[config.mk]
export PLATFORM = sky130hd
export DESIGN_NAME = imm_extend_pipe
export DESIGN_NICKNAME = d
export VERILOG_FILES = /design/src/rtl/imm_extend_pipe.sv
export SDC_FILE = /design/constraint.sdc
export NUM_CORES = 1
export LEC_CHECK = 0
export BUFFER_PORTS_ARGS = -buffer_cell sky130_fd_sc_hd__buf_4
export CORE_ASPECT_RATIO = 2
export CORE_MARGIN = 1
export CORE_UTILIZATION = 50
export DETAILED_ROUTE_END_ITERATION = 7
export PLACE_DENSITY_LB_ADDON = 0.25
export SYNTH_ARGS = -nofsm -noshare
export SYNTH_HDL_FRONTEND = slang
export SYNTH_SLANG_ARGS = --single-unit
[constraint.sdc]
create_clock -name clk_i -period 3.2 [get_ports clk_i]
set_clock_uncertainty 0.05 [all_clocks]
set_input_delay 0.64 -clock clk_i [delete_from_list [all_inputs] [get_ports clk_i]]
set_output_delay 0.64 -clock clk_i [all_outputs]
set_load 0.02 [all_outputs]
[src/rtl/imm_extend_pipe.sv]
// Immediate extender (sign/zero/upper/sign<<2), optional IMM_EXT_STATS_EN output-handshake counter.
// Latency 1 cycle; full throughput via output reg plus one skid reg.
// Backpressure: in_ready_o drops (registered) once the skid reg holds an entry; flush_i empties both.
module imm_extend_pipe #(
    parameter int IN_W   = 16,
    parameter int OUT_W  = 32,
    parameter int STAT_W = 16
) (
    input  logic             clk_i,
    input  logic             rst_i,
    input  logic             flush_i,
    input  logic             in_valid_i,
    output logic             in_ready_o,
    input  logic [1:0]       mode_i,
    input  logic [IN_W-1:0]  data_i,
    output logic             out_valid_o,
    input  logic             out_ready_i,
    output logic [OUT_W-1:0] data_o,
    output logic             neg_o
`ifdef IMM_EXT_STATS_EN
    ,
    output logic [STAT_W-1:0] stat_cnt_o
`endif
);

    localparam int EXT_W = OUT_W - IN_W;

    function automatic logic [OUT_W-1:0] extend(input logic [1:0] m, input logic [IN_W-1:0] d);
        logic [OUT_W-1:0] sx;
        logic [OUT_W-1:0] zx;
        sx = {{EXT_W{d[IN_W-1]}}, d};
        zx = {{EXT_W{1'b0}}, d};
        case (m)
            2'b00:   return sx;
            2'b01:   return zx;
            2'b10:   return zx << IN_W;
            default: return sx << 2;
        endcase
    endfunction

    logic             or_vld_q, or_vld_d;
    logic             sk_vld_q, sk_vld_d;
    logic [OUT_W-1:0] or_dat_q, or_dat_d;
    logic [OUT_W-1:0] sk_dat_q, sk_dat_d;
    logic             in_fire;
    logic             out_fire;
    logic [OUT_W-1:0] ext_dat;

    // Ready depends only on the skid flop; rst_i gates it so nothing is accepted during reset.
    assign in_ready_o  = ~sk_vld_q & ~rst_i;
    assign out_valid_o = or_vld_q;
    assign data_o      = or_dat_q;
    assign neg_o       = or_vld_q & or_dat_q[OUT_W-1];

    assign in_fire  = in_valid_i & in_ready_o;
    assign out_fire = or_vld_q & out_ready_i;
    assign ext_dat  = extend(mode_i, data_i);

    always_comb begin
        or_vld_d = or_vld_q;
        sk_vld_d = sk_vld_q;
        or_dat_d = or_dat_q;
        sk_dat_d = sk_dat_q;
        if (flush_i) begin
            or_vld_d = 1'b0;
            sk_vld_d = 1'b0;
        end else if (!or_vld_q || out_fire) begin
            if (sk_vld_q) begin
                or_vld_d = 1'b1;
                or_dat_d = sk_dat_q;
                sk_vld_d = 1'b0;
            end else begin
                or_vld_d = in_fire;
                if (in_fire) begin
                    or_dat_d = ext_dat;
                end
            end
        end else if (in_fire) begin
            sk_vld_d = 1'b1;
            sk_dat_d = ext_dat;
        end
    end

    always_ff @(posedge clk_i) begin
        if (rst_i) begin
            or_vld_q <= 1'b0;
            sk_vld_q <= 1'b0;
            or_dat_q <= '0;
            sk_dat_q <= '0;
        end else begin
            or_vld_q <= or_vld_d;
            sk_vld_q <= sk_vld_d;
            or_dat_q <= or_dat_d;
            sk_dat_q <= sk_dat_d;
        end
    end

`ifdef IMM_EXT_STATS_EN
    logic [STAT_W-1:0] stat_cnt_q, stat_cnt_d;

    // Saturating; flush does not clear it since flushed-cycle deliveries still count.
    always_comb begin
        stat_cnt_d = stat_cnt_q;
        if (out_fire && (stat_cnt_q != {STAT_W{1'b1}})) begin
            stat_cnt_d = stat_cnt_q + 1'b1;
        end
    end

    always_ff @(posedge clk_i) begin
        if (rst_i) begin
            stat_cnt_q <= '0;
        end else begin
            stat_cnt_q <= stat_cnt_d;
        end
    end

    assign stat_cnt_o = stat_cnt_q;
`endif

endmodule

==> results of run 1 <==
-- cell families (layout without fill, tap and decap cells) --
kind of cell    after synthesis  in the layout  synth area share [%]
buf+inv                      50             95                  8.69
compound gates              137            137                  32.6
flops                        66             66                  39.7
simple gates                 91             91                  13.6
mux                          16             16                  5.38
-- layout make-up --
type | instances | area, um^2
inverters | 15 | 56.3
clock buffers | 13 | 270
multi-input cells | 244 | 1720
repair buffers | 65 | 500
clock inverters | 2 | 35.0
well taps | 86 | 108
flip-flops and latches | 66 | 1320
fillers | 601 | 2350
-- critical path, stage by stage --
cell	delay (ns)
buf_4	0.42
and2_0	0.65
a21oi_1	0.22
o21ai_0	0.22
a22o_1	0.15
-- worst paths after layout --
| kind | slack (ns) | depth (start not counted) | from | endpoint |
|---|---|---|---|---|
| worst max register to register | 1.28 | 6 | out_valid_o | data_o[9] |
| worst min-delay path | 0.40 | 1 | data_o[20] | data_o[20] |
| worst max-delay path | 1.11 | 5 | mode_i[1] | data_o[2] |
| worst min register to register | 0.40 | 1 | data_o[20] | data_o[20] |
-- per-layer routing --
layer / vias up / wire (um) / part of all wire, % / global-route usage, %
met4: 0 / 192 / 2.5 / 10.3
li1: 1386 / - / - / -
met1: 1291 / 3190 / 42 / 28.0
met2: 53 / 3940 / 52 / 36.2
met5: - / 0 / 0 / 0
met3: 12 / 278 / 3.7 / 5.95
-- through the flow --
step / setup slack, ns / std cells / hold slack [ns] / power, mW / instance area, um^2
finish: 1.11 / 491 / 0.398 / 2.11 / 4010
global placement: 0.803 / 476 / 0.384 / 1.12 / 3700
global route: 0.990 / 491 / 0.421 / 2.18 / 4010
floorplan: 1.03 / 360 / 0.386 / 1.04 / 3330
CTS: 1.15 / 491 / 0.403 / 2.13 / 4010
detailed placement: 0.799 / 476 / 0.391 / 1.13 / 3700
-- placed cells by master (no fill, tap or decap), types with 2 or more instances in the layout --
master / netlist / final
dfxtp_1: 66 / 65
buf_4: 4 / 64
nor2_1: 35 / 35
a21oi_1: 31 / 31
a211oi_1: 25 / 25
nand2_1: 20 / 20
a211oi_2: 17 / 17
nor2b_1: 15 / 15
o21ai_0: 15 / 15
a22o_1: 15 / 15
inv_1: 15 / 15
mux2_2: 14 / 14
a21o_1: 13 / 13
clkbuf_16: 0 / 9
a2111oi_0: 7 / 7
nand2b_1: 5 / 5
a2111oi_2: 5 / 5
nor3b_1: 3 / 3
clkbuf_8: 0 / 3
nor2_2: 2 / 2
o21ai_1: 2 / 2
nand3_1: 2 / 2
nand3b_1: 2 / 2
-- state kept, by name (all words and copies together) (netlist names) --
| signal | cells |
|---|---|
| data_o | 32 |
| out_valid_o | 1 |
| sk_dat_q | 32 |
| sk_vld_q | 1 |
-- power by group through the flow --
stage          clock network [mW]  registers [mW]  logic (mW)
2_1_floorplan                   0           0.895       0.149
3_3_place_gp                    0           0.873       0.249
3_5_place_dp                    0           0.874       0.253
4_1_cts                      1.02           0.857       0.253
5_1_grt                      1.05           0.858       0.273
6_report                    0.999           0.856       0.252
==> metrics.txt, run 1 <==
min-delay worst type=reg -> reg; Syn-to-layout area delta=20.5%; CTS Root Cell=clkbuf_16; total negative slack=0 ns; Ports=58; hpwl dp=5250 um; crit start category=input pin; Cell Pwr Density=526 nW/um^2; Comb power frac=11.9%; Synth area leader=dfxtp_1; Die Area=7000 um^2; Area contributors post-synth=dfxtp_1 40%, a211oi_2 6.4%, a211oi_1 5.6%; number of global-route vias before repair=2505; CP endpoint kind=flip-flop; actual slew at the worst max-slew pin=0.702 ns; initial antenna violation count=0; WL final=7590 um; Post-CTS Setup Inserts=0; Core Area=6360 um^2; Mean Syn Cell Area=9.24 um^2; via/cell ratio=5.58; Remaining DRCs=0; # resized after CTS=0; Synth Cell Area=3330 um^2; Final nets=424; Most used DFF post-synth=dfxtp_1; First DRT Iteration DRCs=128; unrepaired setup endpoints after global routing=no; Post-synth EDFFs=0; maximum VDD drop=318 uV; Post-synth top cells=66 x dfxtp_1, 35 x nor2_1, 31 x a21oi_1; clk_lat worst skew=0.33 ns; Final Hold Fails=0; sequential share of power=40.6%; Synth Register Bits=66; post-layout min period=2.09 ns; library cells used by synthesis=42; layout cell share with drive strength beyond 1=30.6%; global route overflow=0; final setup vio count=0; gpl congestion=0.816; f_max=479 MHz; post-DR wirelength/cell=15.5 um; first-pass GRT wire length=12200 um; Pleak=1.52 nW; Pint=1.61 mW; register area share after synthesis=39.7%; Synth warnings=0; asr flop ratio synth=0%; CTS HTree Levels=3; syn_nets=383; Max Slew Vio Count=0; ANT cells=0; Die W=59.7 um; Die H=117 um; Switching Fraction=23.5%; input/output buffers=57; # rows=41; CTS buffer count=9; Period Utilization, post-route=65.2%; Yosys top cell area share=39.7%; Slew Limit Headroom=53.2%; CTS sink cnt=66; vias=2742; Max Cap Viol=0; Post-DRT Antenna Nets=0; largest net degree at the start of global routing=49; CP Data Arrival Time=2.31 ns; clock slew at reported path FFs=0.05 ns; Final Util=63.0%; gr usage total=22.8%; most frequent cell after synthesis=dfxtp_1; Syn Inst Count=360; TritonRoute pass-1 iters=4; WP data required=3.43 ns; clock network fraction of total power=47.4%; Initial Util=52.3%; # hold bufs at CTS=0; Psw=0.495 mW; TritonCTS clock tree=yes; clk buf depth=2; Crit Path Class=in -> reg; outcome=finished clean; worst-path fanout max=48
(Power assumes the default switching activity.)
==> run 2, diff against run 1 <==
- clock period: 3.2 -> 1.95 ns (I/O delays scaled with it)
==> metrics.txt, run 2 (same netlist as run 1, synthesis figures left out) <==
crit start category=flip-flop; Post-DRT Antenna Nets=0; crit-path leading delay family=simple AND/OR/NAND/NOR gates; total negative slack=0 ns; CP endpoint kind=flip-flop; number of global-route vias before repair=2662; Final Util=64.2%; outcome=finished clean; Die Area=7000 um^2; layout cell share with drive strength beyond 1=32.0%; Core Area=6360 um^2; origin of the critical flop-to-flop path=out_valid_o; first-pass GRT wire length=12600 um; sequential share of power=41.1%; Ports=58; # hold bufs at CTS=0; # resized after CTS=0; Initial Util=52.3%; TritonRoute pass-1 iters=4; Comb power frac=12.5%; Reg area=1320 um^2; CTS Root Cell=clkbuf_16; clock network fraction of total power=46.4%; Max Cap Viol=0; Final nets=432; Switching Fraction=23.7%; # rows=41; fill count=593; WL final=7720 um; Crit Path Class=reg -> reg; ANT cells=0; CP Data Arrival Time=1.89 ns; TritonCTS clock tree=yes; gr usage total=23.7%; Pleak=1.56 nW; clock slew at reported path FFs=0.05 ns; CP bufs+invs=0; actual slew at the worst max-slew pin=1.05 ns; slowest CP cell=nor2_1; clk buf depth=2; unrepaired setup endpoints after global routing=no; global route overflow=0; Syn-to-layout area delta=22.7%; post-layout min period=1.67 ns; post-DR wirelength/cell=15.5 um; WHS Endpoint=sk_vld_q; CP peak stage delay=0.80 ns; Cell Pwr Density=839 nW/um^2; Die H=117 um; Period Utilization, post-route=85.8%; CTS HTree Levels=3; gpl congestion=0.829; hpwl dp=5320 um; Slew Limit Headroom=29.8%; initial antenna violation count=0; largest net degree at the start of global routing=51; Post-CTS Setup Inserts=0; WP data required=2.17 ns; vias=2796; Max Slew Vio Count=0; Die W=59.7 um; clk_lat worst skew=0.33 ns; Remaining DRCs=0; R2R depth=3; CTS buffer count=9; reg2reg end=data_o[30]; worst-path fanout max=16; cells along the critical path=nor2b_2, nor2_1, a32o_1; CTS sink cnt=66; f_max=598 MHz; Hold Path Origin=out_ready_i; area occupied by multi-input gates=1720 um^2; hold path cells=2; final setup vio count=0; commonest non-fill, non-tap cell in the layout=buf_4; most frequent cells in the layout=70 x buf_4, 65 x dfxtp_1, 35 x nor2_1; First DRT Iteration DRCs=194; via/cell ratio=5.61; r2r setup slk=0.28 ns; input/output buffers=57; Final Hold Fails=0; Psw=0.811 mW; maximum VDD drop=585 uV; min-delay worst type=in -> reg; Pint=2.61 mW
[run 2: cell count changes in the layout (fill, tap and decap cells not counted), sizes merged]
cell / before / now
clkbuf: 13 / 11
clkinv: 1 / 2
buf: 65 / 73
[run 2: worst reg2reg max path, cell delays in order (launching register included)]
cell     delay [ns]
dfxtp_1        0.32
nor2b_2        0.17
nor2_1         0.80
a32o_1         0.28
[run 2: cell type report]
cell class	instances	area share (%)
well taps	86	2.64
clock inverters	3	0.981
inverters	15	1.38
flip-flops and latches	66	32.4
multi-input cells	244	42.1
clock buffers	11	6.19
repair buffers	73	14.3
[run 2: how the worst max path moves through the flow]
stage	startpoint	endpoint	slack (ns)	cells after the start
2_1_floorplan	rst_i	in_ready_o	0.28	3
3_3_place_gp	flush_i	data_o[30]	0.07	5
3_5_place_dp	flush_i	data_o[30]	0.02	5
4_1_cts	out_valid_o	data_o[30]	0.25	3
5_1_grt	out_valid_o	data_o[30]	0.14	3
6_report	out_valid_o	data_o[30]	0.28	3
[run 2: metal layers]
metal | share of wire, % | track usage (%) | wire (um)
met3 | 3.3 | 5.84 | 255
met2 | 51 | 38.9 | 3910
met1 | 43 | 26.9 | 3310
met5 | 0 | 0 | 0
met4 | 3.1 | 13.2 | 242
[run 2: power by group through the flow]
stage | logic (mW) | clock network, mW | registers [mW]
floorplan | 0.244 | 0 | 1.47
global placement | 0.422 | 0 | 1.43
detailed placement | 0.430 | 0 | 1.43
CTS | 0.431 | 1.62 | 1.41
global route | 0.463 | 1.68 | 1.41
finish | 0.429 | 1.59 | 1.41
[run 2: metrics by stage]
stage | std cells | power [mW] | cell area, um^2 | hold slack [ns] | worst slack, ns
after CTS | 498 | 3.46 | 4080 | 0.171 | 0.251
after floorplan | 360 | 1.71 | 3330 | 0.386 | 0.282
after global routing | 498 | 3.55 | 4080 | 0.183 | 0.141
final | 498 | 3.42 | 4080 | 0.183 | 0.277
after global placement | 484 | 1.85 | 3790 | 0.384 | 0.0722
after detailed placement | 484 | 1.86 | 3790 | 0.391 | 0.0207
